### config.mk
export PLATFORM = sky130hd
export DESIGN_NAME = vga_draw_controller
export DESIGN_NICKNAME = d
export VERILOG_FILES = /design/src/rtl/vga_draw_pkg.sv /design/src/rtl/xy_scan_counter.sv /design/src/rtl/vga_draw_controller.sv
export SDC_FILE = /design/constraint.sdc
export NUM_CORES = 1
export LEC_CHECK = 0
export ABC_CLOCK_PERIOD_IN_PS = 3400
export BUFFER_PORTS_ARGS = -buffer_cell sky130_fd_sc_hd__clkbuf_2
export CAP_MARGIN = 10
export CORE_MARGIN = 5
export CORE_UTILIZATION = 58
export DETAILED_ROUTE_END_ITERATION = 12
export GPL_ROUTABILITY_DRIVEN = 0
export GPL_TIMING_DRIVEN = 1
export PLACE_DENSITY = 0.77
export SKIP_LAST_GASP = 1
export SYNTH_ARGS = -nofsm -noshare
export SYNTH_HDL_FRONTEND = slang
export SYNTH_HIERARCHICAL = 1
export SYNTH_SLANG_ARGS = --single-unit
### constraint.sdc
create_clock -name clock -period 3.4 [get_ports clock]
set_input_delay 0.34 -clock clock [delete_from_list [all_inputs] [get_ports clock]]
set_output_delay 0.34 -clock clock [all_outputs]
set_load 0.01 [all_outputs]
### src/rtl/vga_draw_pkg.sv
// Shared types and constants for the VGA draw controller.
package vga_draw_pkg;

  typedef enum logic [2:0] {
    S_IDLE,
    S_XHELD,
    S_DRAW,
    S_CLEAR,
    S_DONE
  } state_e;

  // Counter width for a range of n values, never narrower than one bit.
  function automatic int cnt_w(input int n);
    return (n > 1) ? $clog2(n) : 1;
  endfunction

  localparam int CLR_COLOUR = 0;

  // Widths for the stock 4x4 box on a 160x120 screen; the top derives its
  // own widths from its parameters with cnt_w().
  localparam int DX_W = cnt_w(4);
  localparam int DY_W = cnt_w(4);
  localparam int SX_W = cnt_w(160);
  localparam int SY_W = cnt_w(120);

endpackage

### src/rtl/xy_scan_counter.sv
// Raster-order 2-D counter: cx runs 0..LIM_X-1 fastest, then cy steps.
module xy_scan_counter
  import vga_draw_pkg::*;
#(
  parameter int LIM_X = 4,
  parameter int LIM_Y = 4
) (
  input  logic                       clk_i,
  input  logic                       rst_n_i,
  input  logic                       clear_i,
  input  logic                       enable_i,
  output logic [cnt_w(LIM_X)-1:0]    cx_o,
  output logic [cnt_w(LIM_Y)-1:0]    cy_o,
  output logic                       last_o
);

  localparam int CXW = cnt_w(LIM_X);
  localparam int CYW = cnt_w(LIM_Y);

  logic [CXW-1:0] cx_q, cx_d;
  logic [CYW-1:0] cy_q, cy_d;
  logic           x_end, y_end;

  assign x_end  = (cx_q == CXW'(LIM_X - 1));
  assign y_end  = (cy_q == CYW'(LIM_Y - 1));
  assign last_o = x_end && y_end;
  assign cx_o   = cx_q;
  assign cy_o   = cy_q;

  // Next position: wrap x into the next row, wrap the whole sweep at the end.
  always_comb begin
    cx_d = cx_q;
    cy_d = cy_q;
    if (enable_i) begin
      if (x_end) begin
        cx_d = '0;
        cy_d = y_end ? '0 : cy_q + CYW'(1);
      end else begin
        cx_d = cx_q + CXW'(1);
      end
    end
  end

  // Position register; clear has priority over counting.
  always_ff @(posedge clk_i) begin
    if (!rst_n_i || clear_i) begin
      cx_q <= '0;
      cy_q <= '0;
    end else begin
      cx_q <= cx_d;
      cy_q <= cy_d;
    end
  end

endmodule

### src/rtl/vga_draw_controller.sv
// VGA plotting control: latch X, then Y/colour, sweep a clipped box into the
// adapter one pixel per clock; also a full-screen clear to black.
module vga_draw_controller
  import vga_draw_pkg::*;
#(
  parameter int X_W      = 8,
  parameter int Y_W      = 7,
  parameter int COLOUR_W = 3,
  parameter int SCREEN_W = 160,
  parameter int SCREEN_H = 120,
  parameter int BOX_W    = 4,
  parameter int BOX_H    = 4
) (
  input  logic                clock,
  input  logic                ResetN,
  input  logic [X_W-1:0]      data_in,
  input  logic [COLOUR_W-1:0] colour_in,
  input  logic                ld_x,
  input  logic                plot,
  input  logic                black,
  output logic [X_W-1:0]      x_out,
  output logic [Y_W-1:0]      y_out,
  output logic [COLOUR_W-1:0] colour_out,
  output logic                writeEn,
  output logic                busy,
  output logic                done
);

  localparam int BXW = cnt_w(BOX_W);
  localparam int BYW = cnt_w(BOX_H);
  localparam int SXW = cnt_w(SCREEN_W);
  localparam int SYW = cnt_w(SCREEN_H);

  state_e              state_q;
  logic [X_W-1:0]      x_base_q;
  logic [Y_W-1:0]      y_base_q;
  logic [COLOUR_W-1:0] colour_q;
  logic [X_W-1:0]      x_q;
  logic [Y_W-1:0]      y_q;
  logic [COLOUR_W-1:0] col_q;
  logic                we_q, busy_q, done_q;
  // Set when the pixel currently on the outputs is the final one of the sweep.
  logic                last_q;

  logic [BXW-1:0] box_cx;
  logic [BYW-1:0] box_cy;
  logic [SXW-1:0] scr_cx;
  logic [SYW-1:0] scr_cy;
  logic           box_last, scr_last;

  logic idle_like, start_draw, start_clear, box_en, scr_en;
  logic [Y_W-1:0]      y_src_d;
  logic [COLOUR_W-1:0] col_src_d;
  logic [X_W:0]        sum_x_d;
  logic [Y_W:0]        sum_y_d;
  logic                box_in_d;

  assign idle_like   = (state_q == S_IDLE) || (state_q == S_XHELD);
  assign start_clear = idle_like && black;
  assign start_draw  = idle_like && !black && plot;

  // Counters always point at the pixel to be emitted at the next edge, so
  // they step on the start edge too; outside a sweep they sit at zero.
  assign box_en = start_draw  || ((state_q == S_DRAW)  && !last_q);
  assign scr_en = start_clear || ((state_q == S_CLEAR) && !last_q);

  xy_scan_counter #(.LIM_X(BOX_W), .LIM_Y(BOX_H)) u_box_cnt (
    .clk_i    (clock),
    .rst_n_i  (ResetN),
    .clear_i  (!box_en),
    .enable_i (box_en),
    .cx_o     (box_cx),
    .cy_o     (box_cy),
    .last_o   (box_last)
  );

  xy_scan_counter #(.LIM_X(SCREEN_W), .LIM_Y(SCREEN_H)) u_scr_cnt (
    .clk_i    (clock),
    .rst_n_i  (ResetN),
    .clear_i  (!scr_en),
    .enable_i (scr_en),
    .cx_o     (scr_cx),
    .cy_o     (scr_cy),
    .last_o   (scr_last)
  );

  // Box pixel position and clip test; on the start edge Y and colour come
  // straight from the inputs since their registers load on that same edge.
  always_comb begin
    y_src_d   = start_draw ? data_in[Y_W-1:0] : y_base_q;
    col_src_d = start_draw ? colour_in : colour_q;
    sum_x_d   = {1'b0, x_base_q} + (X_W+1)'(box_cx);
    sum_y_d   = {1'b0, y_src_d}  + (Y_W+1)'(box_cy);
    box_in_d  = (sum_x_d < (X_W+1)'(SCREEN_W)) && (sum_y_d < (Y_W+1)'(SCREEN_H));
  end

  // Control FSM with registered pixel, strobe and handshake outputs.
  always_ff @(posedge clock) begin
    if (!ResetN) begin
      state_q  <= S_IDLE;
      x_base_q <= '0;
      y_base_q <= '0;
      colour_q <= '0;
      x_q      <= '0;
      y_q      <= '0;
      col_q    <= '0;
      we_q     <= 1'b0;
      busy_q   <= 1'b0;
      done_q   <= 1'b0;
      last_q   <= 1'b0;
    end else begin
      we_q   <= 1'b0;
      busy_q <= 1'b0;
      done_q <= 1'b0;
      case (state_q)
        S_IDLE, S_XHELD: begin
          if (black) begin
            state_q <= S_CLEAR;
            x_q     <= X_W'(scr_cx);
            y_q     <= Y_W'(scr_cy);
            col_q   <= COLOUR_W'(CLR_COLOUR);
            we_q    <= 1'b1;
            busy_q  <= 1'b1;
            last_q  <= scr_last;
          end else if (plot) begin
            state_q  <= S_DRAW;
            y_base_q <= data_in[Y_W-1:0];
            colour_q <= colour_in;
            x_q      <= sum_x_d[X_W-1:0];
            y_q      <= sum_y_d[Y_W-1:0];
            col_q    <= col_src_d;
            we_q     <= box_in_d;
            busy_q   <= 1'b1;
            last_q   <= box_last;
          end else if (ld_x) begin
            state_q  <= S_XHELD;
            x_base_q <= data_in;
          end
        end
        S_DRAW: begin
          if (last_q) begin
            state_q <= S_DONE;
            done_q  <= 1'b1;
          end else begin
            x_q    <= sum_x_d[X_W-1:0];
            y_q    <= sum_y_d[Y_W-1:0];
            col_q  <= col_src_d;
            we_q   <= box_in_d;
            busy_q <= 1'b1;
            last_q <= box_last;
          end
        end
        S_CLEAR: begin
          if (last_q) begin
            state_q <= S_DONE;
            done_q  <= 1'b1;
          end else begin
            x_q    <= X_W'(scr_cx);
            y_q    <= Y_W'(scr_cy);
            col_q  <= COLOUR_W'(CLR_COLOUR);
            we_q   <= 1'b1;
            busy_q <= 1'b1;
            last_q <= scr_last;
          end
        end
        S_DONE:  state_q <= S_IDLE;
        default: state_q <= S_IDLE;
      endcase
    end
  end

  assign x_out      = x_q;
  assign y_out      = y_q;
  assign colour_out = col_q;
  assign writeEn    = we_q;
  assign busy       = busy_q;
  assign done       = done_q;

endmodule

Yosys cells after proc, flatten, opt, wreduce, memory -nomap -nowiden --
Cells that the tools add are included.
Cells by class: bitwise logic cells 2, equality and inequality tests 12, multiplexer cells 40, order comparisons 2, reduce and logical (&&, ||, !) cells 30, add/sub/neg operators 6
Operator list (count):
- 7-bit two-way mux | 6
- 8-bit two-way mux | 5
- 3-bit two-way mux | 9
- 8-bit case mux with 3 select lines | 1
- 7-bit case mux with 3 select lines | 1
- 1-bit two-way mux | 11
- 2-bit AND reduction | 5
- 8-bit by 2-bit adder with 9-bit output | 1
- 9-bit by 8-bit < comparator with 1-bit output (second input constant) | 1
- 3-bit case mux with 3 select lines | 1
- 7-bit by 2-bit adder with 8-bit output | 1
- 8-bit by 1-bit adder with 8-bit output (second input constant) | 1
- 8-bit equality test (second input constant) | 1
- 1-bit logical AND | 8
- 8-bit by 7-bit < comparator with 1-bit output (second input constant) | 1
- 4-bit AND reduction | 2
- 7-bit by 1-bit adder with 7-bit output (second input constant) | 1
- 7-bit equality test (second input constant) | 1
- 3-bit by 2-bit equality test with 1-bit output (second input constant) | 2
- 1-bit case mux with 3 select lines | 2
- 3-bit case mux with 2 select lines | 1
- 1-bit zero test | 5
- 1-bit logical OR | 5
- 2-bit by 1-bit adder with 2-bit output (second input constant) | 2
- 13 further kinds | 18
Storage, ports and cells: output and inout bits 21, word-level logic and storage cells 107, bits of input ports 16, register bits 62

Depth between registers and ports, before layout --
Gate-level depths: netlist (run 1).
depth in word-level cells 11, gate-level depth with buffers 11, depth with buffers taken out 8

By module --
Netlist (run 1), hierarchy kept.
By module, submodules not included:
- vga_draw_controller | seq. area each 860.8 sq um, cells an instance 254, area each 2270.9 sq um, times used 1
- xy_scan_counter at u_scr_cnt | seq. area each 300.3 sq um, cells an instance 86, area each 775.7 sq um, times used 1
- xy_scan_counter at u_box_cnt | seq. area each 80.1 sq um, cells an instance 19, area each 201.4 sq um, times used 1

Least setup slack after synthesis (run 1) --
Ideal clock, no wire load.
path kind input port to flip-flop, start point in black, end point reg we_q, in the netlist writeEn, setup time 0.074 ns, setup slack 0.622 ns, cell stages on the path 11, required time 3.326 ns, path buffers 3, arrival time 2.703 ns, cells stage by stage buf_6 nor4b_2 buf_4 buf_2 mux2_2 ha_1 inv_1 fa_1 or4_4 and2_0 a31oi_1
On the way: longest elaborated chain between the ends 10, elaborated cells on any way between the ends 11, those cells by class 1 x add/sub; 1 x order compare; 5 x mux; 4 x reduce/logical
RTL lines:
- start, declared | RTL line vga_draw_controller.sv:20 | input logic black,
- 1-bit zero test | RTL line vga_draw_controller.sv:60 | assign start_draw = idle_like && !black && plot;
- 1-bit logical AND (2 in series) | RTL line vga_draw_controller.sv:60
- 7-bit two-way mux | RTL line vga_draw_controller.sv:90 | y_src_d = start_draw ? data_in[Y_W-1:0] : y_base_q;
- 7-bit by 2-bit adder with 8-bit output | RTL line vga_draw_controller.sv:93 | sum_y_d = {1'b0, y_src_d} + (Y_W+1)'(box_cy);
- 8-bit by 7-bit < comparator with 1-bit output | RTL line vga_draw_controller.sv:94 | box_in_d = (sum_x_d < (X_W+1)'(SCREEN_W)) && (sum_y_d < (Y_W+1)'(SCREEN_H));
- 1-bit logical AND | RTL line vga_draw_controller.sv:94
- 1-bit two-way mux | RTL line vga_draw_controller.sv:125 | end else if (plot) begin
- 1-bit two-way mux | RTL line vga_draw_controller.sv:117 | if (black) begin
- 1-bit case mux with 3 select lines * | RTL line vga_draw_controller.sv:115 | case (state_q)
- end signal, assigned | RTL line vga_draw_controller.sv:132 | we_q <= box_in_d;
- end signal, assigned | RTL line vga_draw_controller.sv:148 | we_q <= box_in_d;
- end, declared | RTL line vga_draw_controller.sv:41 | logic we_q, busy_q, done_q;
Mark *: on every way between the ends. The rest lies on a longest branch, timed or not. A chain may end at the register's enable or synchronous reset.

Worst setup path in the final report (run 1) --
start point reg state_q[1], end point reg u_scr_cnt.cy_q[4], in the netlist u_scr_cnt/cy_o[4]
On the way: longest elaborated chain between the ends 6, elaborated cells on any way between the ends 10, those cells by class 2 x eq/ne; 8 x reduce/logical
RTL lines:
- start, declared | RTL line vga_draw_controller.sv:34 | state_e state_q;
- start signal, assigned | RTL line vga_draw_controller.sv:100 | state_q <= S_IDLE;
- start signal, assigned | RTL line vga_draw_controller.sv:118 | state_q <= S_CLEAR;
- start signal, assigned | RTL line vga_draw_controller.sv:126 | state_q <= S_DRAW;
- 3-bit by 1-bit equality test with 1-bit output or 3-bit zero test (tied branches) | RTL line vga_draw_controller.sv:58 | assign idle_like = (state_q == S_IDLE) || (state_q == S_XHELD);
- 1-bit logical OR | RTL line vga_draw_controller.sv:58
- 1-bit logical AND | RTL line vga_draw_controller.sv:59 | assign start_clear = idle_like && black;
- 1-bit logical OR * | RTL line vga_draw_controller.sv:65 | assign scr_en = start_clear || ((state_q == S_CLEAR) && !last_q);
- via scr_en | RTL line vga_draw_controller.sv:51 | logic idle_like, start_draw, start_clear, box_en, scr_en;
- 1-bit zero test | RTL line vga_draw_controller.sv:80 | .clear_i (!scr_en),
- 1-bit logical OR | RTL line xy_scan_counter.sv:46 | if (!rst_n_i || clear_i) begin
- end signal, assigned | RTL line xy_scan_counter.sv:51 | cy_q <= cy_d;
- end, declared | RTL line xy_scan_counter.sv:21 | logic [CYW-1:0] cy_q, cy_d;
The timed path passes the listed nets; every way through them passes the cells marked *.

==> results of run 1 <==
## power breakdown
group	switching (mW)	internal, mW
sequential	0.0240	0.758
combinational	0.123	0.0858
clock	0.272	0.255
## flip-flops by register name, summed over array words and instances, names as in the netlist
signal and cells:
u_box_cnt/cx_o 2, y_base_q 7, state_q 3, y_out 7, done 1, x_base_q 8, x_out 8, u_scr_cnt/cy_o 7
u_scr_cnt/cx_o 8, colour_q 3, last_q 1, u_box_cnt/cy_o 2, busy 1, colour_out 3, writeEn 1
## synthesized netlist by cell type, drive strengths merged, types with 8 or more instances
cell type / instances / area [µm²]
a21oi: 16 / 83.83
and2: 12 / 75.08
buf: 10 / 76.32
dfxtp: 62 / 1241
ha: 8 / 100.1
mux2i: 25 / 254.0
nand2: 35 / 131.4
nand3: 18 / 102.6
nor2: 27 / 101.4
nor2b: 13 / 81.33
o21ai: 14 / 70.07
xor2: 8 / 70.07
## layout make-up
type	instances	area (µm²)	share of cell area [%]
multi-input combinational	273	1887	52.38
inverter	7	26.28	0.7294
clock buffer	10	127.6	3.543
timing repair buffer	39	202.7	5.627
sequential	62	1241	34.46
clock inverter	5	27.53	0.7642
tap	72	90.09	2.501
## routing by layer
layer  vias up  wire length (µm)  part of all wire, %  GRT usage [%]
met5         -                 0                    0              0
met4         0               104                  1.5          8.201
met3         9               205                  2.9          3.592
met2        36              3266                   46          31.53
met1      1276              3528                   50          28.91
li1       1342                 -                    -              -
## worst max-delay path, delay by kind of cell, from the launching register on
family | cells | cell delay, ns
AOI/OAI and AO/OA | 2 | 0.44
and+or+nand+nor | 5 | 1.92
DFF | 1 | 0.47
## kinds of logic (layout without fill, tap and decap cells)
logic type      Yosys count  in the layout
simple gates            148            148
compound gates           69             69
flops                    62             62
mux                      31             31
buf+inv                  24             61
xor+xnor                 15             15
fa+ha+maj                10             10
## metrics by stage
| step | power [mW] | cells | area [µm²] | hold slack, ns | util (%) |
|---|---|---|---|---|---|
| CTS | 1.534 | 468 | 3602 | 0.2502 | 65.82 |
| global route | 1.600 | 468 | 3602 | 0.2616 | 65.82 |
| finish | 1.518 | 468 | 3602 | 0.2621 | 65.82 |
| detailed placement | 1.006 | 453 | 3447 | 0.4539 | 62.99 |
| floorplan | 0.9384 | 359 | 3248 | 0.4528 | - |
| global placement | 1.002 | 453 | 3447 | 0.4466 | 62.99 |
## path summary, 6_finish.rpt
kind                   start                 to  slack (ns)  depth (start not counted)
hold reg to reg     x_out[2]           x_out[2]        0.46                          2
setup reg to reg  state_q[1]  u_scr_cnt/cy_o[4]        0.46                          7
setup / recovery  state_q[1]  u_scr_cnt/cy_o[4]        0.46                          7
hold / removal    data_in[7]        x_base_q[7]        0.26                          3
==> run metrics, run 1 <==
status finished clean; Worst-Skew Late Latency about 0.34 ns; io pins 37; fraction of synthesized area in multiplexers around a tenth; vias in the first global route ~2500; # rows 27; final wirelength between 7 and 8 mm; FMAX about 0.34 GHz; DR pass1 iterations 4; Pleak between 1 and 1.5 nW; routed via count 2663; clock skew about 0.009 ns; Hold WC Path Type in -> reg; Final Cycle Share about 86%; Post-synth EDFFs 0; CTS resizes 0; CTS Buf Count 9; first-pass GRT wire length ~12 mm; Worst-Margin Slew approximately 0.66 ns; dpl hpwl between 5 and 6 mm; share of post-route cells with drive strength above 1 approximately 18%; total clock sinks 62; combinational family with the most area after synthesis simple AND/OR/NAND/NOR gates; CTS H-Tree Depth 3; Slew Limit Fails 0; Remaining DRCs 0; Max VDD drop 0.2808 mV; Buffers on Ports 36; Die Y about 85 µm; Avg Cell Area, Syn approximately 9 µm²; Total GRT Usage 20.62%; Final Hold Viols 0; final setup margin between 0.4 and 0.5 ns; die area between 7000 and 8000 µm²; area grow syn2layout 10.90%; Worst path slowest cell nor2_1; xor/xnor cell area share of the yosys netlist 4.045%; Antenna diodes 0; pin count of the biggest net entering global routing 38; worst path cell trace nor3_1 -> or2_2 -> nor2_1 -> and2_1 -> and3_1 -> a41oi_1 -> a311oi_1; Worst-path clk slew approximately 0.07 ns; FILL cells 486; post-route ant nets 0; Setup Viol. Count Final 0; Max clock buf depth 2; Die X-Extent 84.84 µm; Core ar. 5473 µm²; Slew HR a little under three fifths; initial antenna violation count 0; post-synthesis sequential area ratio a little under two fifths; Avg WL per Cell 15.18 µm; commonest non-fill, non-tap cells in the layout dfxtp_1, clkbuf_2, nand2_1; Req. time, crit path about 3.6 ns; RSZ-0062 raised after global routing no; CTS tree built; Initial DRC Count about 150; Worst Path Class, Setup reg -> reg; gr ovfl total 0; compound-gate portion of the synthesized area between 10% and 20%; Critical Path Fanout Max 17; Top FF cell, synth dfxtp_1; minimum clock period roughly 2.9 ns; DR vias/cell roughly 5.7; Nets approximately 420; slowest stage delay, CP approximately 0.5 ns; Synth Area in Simple Gates 24.88%; Worst Setup End Kind register; Setup crit start kind register; Root Buffer clkbuf_8; cells after synthesis 359; setup TNS 0 ns; Post-Synth Adder-Cell Area under 10%; fraction of registers with async set/reset 0%; Setup Buffers After CTS 0; initial core utilization 59.35%; Yosys cell types 65; max-capacitance violation count 0; Post-Syn Area 3248 µm²; CTS hold repair buffers 0; Yosys reg bits 62; P per Cell Area approximately 420 nW/µm²; Critical Path AT approximately 3.2 ns; pre-CTS setup slack 0.4621 ns; synthesized net count 385; Synth Warn # 6; most common cell after layout, fill and taps aside dfxtp_1
(Power assumes the default switching activity.)
==> run 2, diff against run 1 <==
Settings changed: SYNTH_HIERARCHICAL 1 to default.
==> run 2 against run 1 <==
  * Critical endpoint is now y_out[6]
  * Fmax rose by 1.5%
  * Worst setup slack improved by 0.044 ns
  * Combinational power up 2%
==> run metrics, run 2 <==
Post-DP Area 3304 µm² (-4.1%); FF-to-FF setup slack 0.51 ns (+0.04 ns); clock skew 0.005186 ns (-0.003743 ns); Final Power 1.668 mW (+9.9%); Top FF cell, synth dfxtp_1; RR Endpoint y_out[6]; Avg Cell Area, Syn 8.769 µm² (-3.1%); Setup Viol. Count Final 0 (unchanged); max-capacitance violation count 0 (unchanged); die area 6898 µm² (-4.2%); initial antenna violation count 0 (unchanged); Core ar. 5140 µm² (-6.1%); Die Y 83.06 µm (-2.1%); Worst-path clk slew 0.07 ns (about the same); slowest stage delay, CP 0.69 ns (+0.18 ns); DR vias/cell 5.713 (+0.41%); combinational fraction of design power 12.7% (-1.0 points); Yosys cell types 56 (-14%); clock power share 39.6% (+4.9 points); Pint 1.222 mW (+11%); first-pass GRT wire length 12.34 mm (+2.1%); Antenna diodes 0 (unchanged); CTS resizes 0 (unchanged); cells after synthesis 353 (-1.7%); Sw Ratio 26.74% (-0.86 points); Most common cell on crit path nand2_1; dpl hpwl 5.212 mm (+1.4%); CTS tree built; Synth Warn # 0 (-6); post-route ant nets 0 (unchanged); CTS H-Tree Depth 3 (unchanged); most common cell in the netlist dfxtp_1; Post-synth EDFFs 0 (unchanged); Setup Buffers After CTS 0 (unchanged); Die X-Extent 83.06 µm (-2.1%); Worst-Skew Late Latency 0.35 ns (about the same); RR Startpoint state_q[1]; post-route cell area 3505 µm² (-2.7%); Avg WL per Cell 15.49 µm (+2.0%); Hold WC Path Type in -> reg; Slew HR 43.36% (-12 points); # rows 26 (-3.7%); Max VDD drop 0.4075 mV (+45%); total clock sinks 62 (unchanged); fraction of registers with async set/reset 0% (unchanged); share of post-route cells with drive strength above 1 19.80% (+1.9 points); Max clock buf depth 2 (unchanged); hold path startpoint colour_in[2]; Final Cycle Share 85.11% (-1.3 points); Critical Path Fanout Max 12 (-5); final wirelength 7.188 mm (+1.2%); worst r2r path cells 10 (+3); Hold EP colour_q[2]; Slew Limit Fails 0 (unchanged); vias in the first global route 2665 (+6.1%); worst path cell trace or4b_4 -> nand2_1 -> nand2_1 -> ha_1 -> fa_1 -> inv_1 -> or3_1 -> xor2_1 -> a211oi_1 -> o221a_2; minimum clock period 2.894 ns (-0.04388 ns); Post-Syn Area 3095 µm² (-4.7%); initial core utilization 60.22% (+0.87 points); Critical Path AT 3.13 ns (-0.04 ns); pin count of the biggest net entering global routing 26 (-32%); P per Cell Area 476.1 nW/µm² (+13%); Psw 446.1 µW (+6.5%); area leader, netlist dfxtp_1; Worst Setup End Kind register; Total GRT Usage 22.03% (+1.4 points); gr ovfl total 0 (unchanged); routed via count 2651 (-0.45%); CTS Buf Count 9 (unchanged); Yosys reg bits 62 (unchanged); Final Hold Viols 0 (unchanged); Initial DRC Count 183 (+20%); DR pass1 iterations 4 (unchanged); RSZ-0062 raised after global routing no; Worst Path Class, Setup reg -> reg; area grow syn2layout 13.22%; Yosys top cell area share 40.10% (+1.9 points); Worst path slowest cell or4b_4; setup TNS 0 ns (unchanged); Setup crit start kind register; Root Buffer clkbuf_8; io pins 37 (unchanged); final setup margin 0.5061 ns (+0.04388 ns); Req. time, crit path 3.64 ns (about the same); most common cell after layout, fill and taps aside dfxtp_1; CTS hold repair buffers 0 (unchanged); FMAX 0.3456 GHz (+1.5%); synthesized net count 379 (-1.6%); Remaining DRCs 0 (unchanged); top cells by count, synth dfxtp_1, nand2_1, nor2_1; Buffers on Ports 36 (unchanged); status finished clean; Flop pwr share 47.6% (-3.9 points); Pleak 1.414 nW (-3.0%); largest cells by area after synthesis dfxtp_1, nand2_1, nor2_1, a21oi_1, mux2i_1; Nets 415 (-0.72%); pre-CTS setup slack 0.4885 ns (+0.02641 ns); post-synthesis sequential area ratio 40.10% (+1.9 points); commonest non-fill, non-tap cells in the layout dfxtp_1, nand2_1, nor2_1; Worst-Margin Slew 0.8487 ns (+0.1860 ns); hold depth 3 (unchanged)
run 2: cell types whose count changed in the layout (fill, tap and decap cells not counted), moves of 4 or more:
cell      before  now
nand2_1       35   50
a21oi_1       15   29
nor2_1        27   40
mux2i_1       24   12
and2_1        11    1
nor2b_1       13    6
a21boi_0       6    0
xnor2_1        7   13
mux2_2         6    1
a311oi_1       1    5
o21ai_0       14   10
run 2: worst max path at each step:
stage | from | endpoint | depth (start not counted)
4_1_cts | state_q[2] | y_out[6] | 10
2_1_floorplan | state_q[2] | y_out[6] | 13
3_3_place_gp | black | y_out[6] | 11
6_report | state_q[1] | y_out[6] | 10
5_1_grt | state_q[2] | writeEn | 10
3_5_place_dp | black | y_out[6] | 11
run 2: area by class of cell:
cell class / count / area [µm²]
timing repair buffer: 39 / 202.7
clock inverter: 4 / 45.04
multi-input combinational: 269 / 1743
sequential: 62 / 1241
fill: 462 / 1635
tap: 70 / 87.58
clock buffer: 12 / 155.1
inverter: 8 / 30.03
run 2: cells by family after synthesis:
family	share of synthesized area [%]
compound gates	15.68
xor+xnor	6.225
fa+ha+maj	4.527
buf+inv	3.598
flops	40.10
mux	4.689
simple gates	25.18
run 2: stage by stage:
| stage | util [%] | std cells | hold WS [ns] |
|---|---|---|---|
| floorplan | - | 353 | 0.4299 |
| global placement | 64.29 | 448 | 0.4459 |
| detailed placement | 64.29 | 448 | 0.4491 |
| CTS | 68.18 | 464 | 0.2295 |
| global route | 68.18 | 464 | 0.2599 |
| finish | 68.18 | 464 | 0.2360 |
run 2: power groups by stage:
stage                     registers [mW]  logic [mW]  clock network [mW]
after floorplan                    0.810       0.143                   0
after global placement             0.809       0.210                   0
after detailed placement           0.810       0.213                   0
after CTS                          0.794       0.214               0.669
after global routing               0.799       0.239               0.708
final                              0.795       0.213               0.661
run 2: metal layers:
layer / vias to the layer above / track usage (%) / wire, µm
met5: - / 0 / 0
met4: 0 / 9.510 / 153
met3: 14 / 5.248 / 431
met2: 82 / 34.84 / 3323
met1: 1237 / 28.59 / 3281
li1: 1318 / - / -
run 2: worst max-delay path, delay by kind of cell, from the launching register on:
kind | cells | cell delay [ns]
buffers and inverters | 1 | 0.13
AO/OA/AOI/OAI | 2 | 0.35
AND/OR/NAND/NOR | 4 | 1.02
XOR/XNOR | 1 | 0.19
flip-flops | 1 | 0.44
adder cells (fa/ha/maj) | 2 | 0.67
==> run 3, diff against run 2 <==
Settings changed: CORE_MARGIN 5 to default.
==> run 3 against run 2 <==
  * Worst setup slack worse by 0.073 ns
  * Clock skew grew 0.0040 ns
  * Wire length rose by 1.4%
  * Clock power up 14%
  * Critical endpoint is now y_out[3]
  * Final area rose by 1.2%
  * Sequential share of layout area is 0.41 points lower
  * Largest power group unchanged
  * Global-route usage up 7.0 points
  * Via count rose by 1.6%
  * Core utilization rose by 1.2 points
  * Hold slack gained 0.011 ns
  * Die area fell by 18%
==> run metrics, run 3 (synthesized netlist as in run 2, its figures left out) <==
final hold slack 0.2469 ns (+0.01094 ns); Worst Setup SP state_q[2]; Max clock buf depth 2 (unchanged); commonest non-fill, non-tap cells in the layout dfxtp_1, nand2_1, nor2_1; worst r2r path cells 9 (-1); # rows 26 (unchanged); post-route cell area 3546 µm² (+1.2%); Worst Path Class, Setup reg -> reg; Die Y 75.06 µm (-9.6%); hold depth 3 (unchanged); gr ovfl total 0 (unchanged); die area 5633 µm² (-18%); Slew Limit Fails 0 (unchanged); Worst Setup End Kind register; RR Endpoint y_out[3]; dpl hpwl 5.195 mm (-0.33%); Critical Path AT 3.26 ns (+0.13 ns); DR vias/cell 5.794 (+1.4%); routed via count 2694 (+1.6%); post-route ant nets 0 (unchanged); RSZ-0062 raised after global routing no; max-capacitance violation count 0 (unchanged); Setup Buffers After CTS 0 (unchanged); share of post-route cells with drive strength above 1 20.00% (+0.20 points); met3 Use GR 8.969% (+3.7 points); Initial DRC Count 156 (-15%); Worst-Skew Late Latency 0.34 ns (about the same); status finished clean; total clock sinks 62 (unchanged); Post-DP Area 3312 µm² (+0.23%); CTS resizes 0 (unchanged); Worst path slowest cell or4b_4; worst path cell trace or4b_4 -> nand2_1 -> nand2_1 -> ha_1 -> a21oi_1 -> nor2b_1 -> xnor2_1 -> a211oi_1 -> o221a_2; most common cell after layout, fill and taps aside dfxtp_1; Avg WL per Cell 15.68 µm (+1.2%); Stages on worst setup path 9 (-1); io pins 37 (unchanged); met2 Track Usage GR 48.85% (+14 points); Worst-path clk slew 0.07 ns (about the same); M1 GR Usage 35.86% (+7.3 points); Most common cell on crit path nand2_1; initial antenna violation count 0 (unchanged); RR Startpoint state_q[2]; Buffers on Ports 36 (unchanged); first-pass GRT wire length 11.92 mm (-3.4%); FMAX 0.3370 GHz (-2.5%); cell family with most CP delay simple AND/OR/NAND/NOR gates; Core ar. 5107 µm² (-0.63%); Root Buffer clkbuf_8; CTS H-Tree Depth 3 (unchanged); minimum clock period 2.967 ns (+0.07321 ns); FF-to-FF setup slack 0.43 ns (-0.07 ns); hold path startpoint data_in[7]; Nets 416 (+0.24%); CTS hold repair buffers 0 (unchanged); Final Cycle Share 87.27% (+2.2 points); Die X-Extent 75.06 µm (-9.6%); Antenna diodes 0 (unchanged); slowest stage delay, CP 0.69 ns (about the same); Max VDD drop 0.2804 mV (-31%); Total GRT Usage 29.04% (+7.0 points); area grow syn2layout 14.55%; CTS Buf Count 9 (unchanged); Worst-Margin Slew 0.8960 ns (+0.04736 ns); Pleak 1.432 nW (+1.3%); vias in the first global route 2514 (-5.7%); Remaining DRCs 0 (unchanged); Req. time, crit path 3.69 ns (+0.05 ns); buffer and inverter count on the worst path 0 (-1); Final Hold Viols 0 (unchanged); Hold EP x_base_q[7]; CTS tree built; DR pass1 iterations 5 (+1); Critical Path Fanout Max 12 (unchanged); GR peak layer met2; final wirelength 7.292 mm (+1.4%); Setup crit start kind register; Slew HR 39.08% (-4.3 points); initial core utilization 60.61% (+0.38 points); pin count of the biggest net entering global routing 19 (-27%); P per Cell Area 497.7 nW/µm² (+4.6%); Hold WC Path Type in -> reg; Setup Viol. Count Final 0 (unchanged); clock skew 0.009225 ns (+0.004039 ns); setup TNS 0 ns (unchanged)
## run 3: through the flow
| stage | utilization (%) | setup WS (ns) | cells | total power, mW |
|---|---|---|---|---|
| 3_5_place_dp | 64.85 | 0.5155 | 449 | 1.025 |
| 5_1_grt | 69.43 | 0.2051 | 465 | 1.837 |
| 2_1_floorplan | - | 0.6673 | 353 | 0.9527 |
| 6_report | 69.43 | 0.4329 | 465 | 1.765 |
| 4_1_cts | 69.43 | 0.4358 | 465 | 1.773 |
| 3_3_place_gp | 64.85 | 0.5750 | 449 | 1.020 |
## run 3: layout make-up
type                       instances  area, µm²
timing repair buffer              40      210.2
tap                               70      87.58
inverter                           8      30.03
clock inverter                     3      65.06
clock buffer                      13      168.9
multi-input combinational        269       1743
sequential                        62       1241
fill                             437       1562
## run 3: worst max path at each step
stage and end:
6_report y_out[3], 5_1_grt y_out[3], 4_1_cts y_out[3], 3_5_place_dp y_out[3], 3_3_place_gp y_out[6], 2_1_floorplan y_out[6]
## run 3: where the power goes
part / total [mW] / switching (mW) / internal, mW / leakage [nW]
registers: 0.795 / 0.0318 / 0.763 / 0.505
logic: 0.218 / 0.132 / 0.0854 / 0.808
clock network: 0.753 / 0.281 / 0.472 / 0.120
total: 1.76 / 0.444 / 1.32 / 1.43
## run 3: routing by layer
| layer | wire length [µm] | share of wire (%) | vias up |
|---|---|---|---|
| met5 | 0 | 0 | - |
| met2 | 3550 | 49 | 110 |
| li1 | - | - | 1310 |
| met3 | 436 | 6.0 | 12 |
| met4 | 112 | 1.5 | 0 |
| met1 | 3192 | 44 | 1262 |
## run 3: worst register-to-register path, stage by stage, from the launching register on
cell and delay, ns:
dfxtp_1 0.43, or4b_4 0.70, nand2_1 0.14, nand2_1 0.10, ha_1 0.29, a21oi_1 0.45
nor2b_1 0.12, xnor2_1 0.16, a211oi_1 0.30, o221a_2 0.25
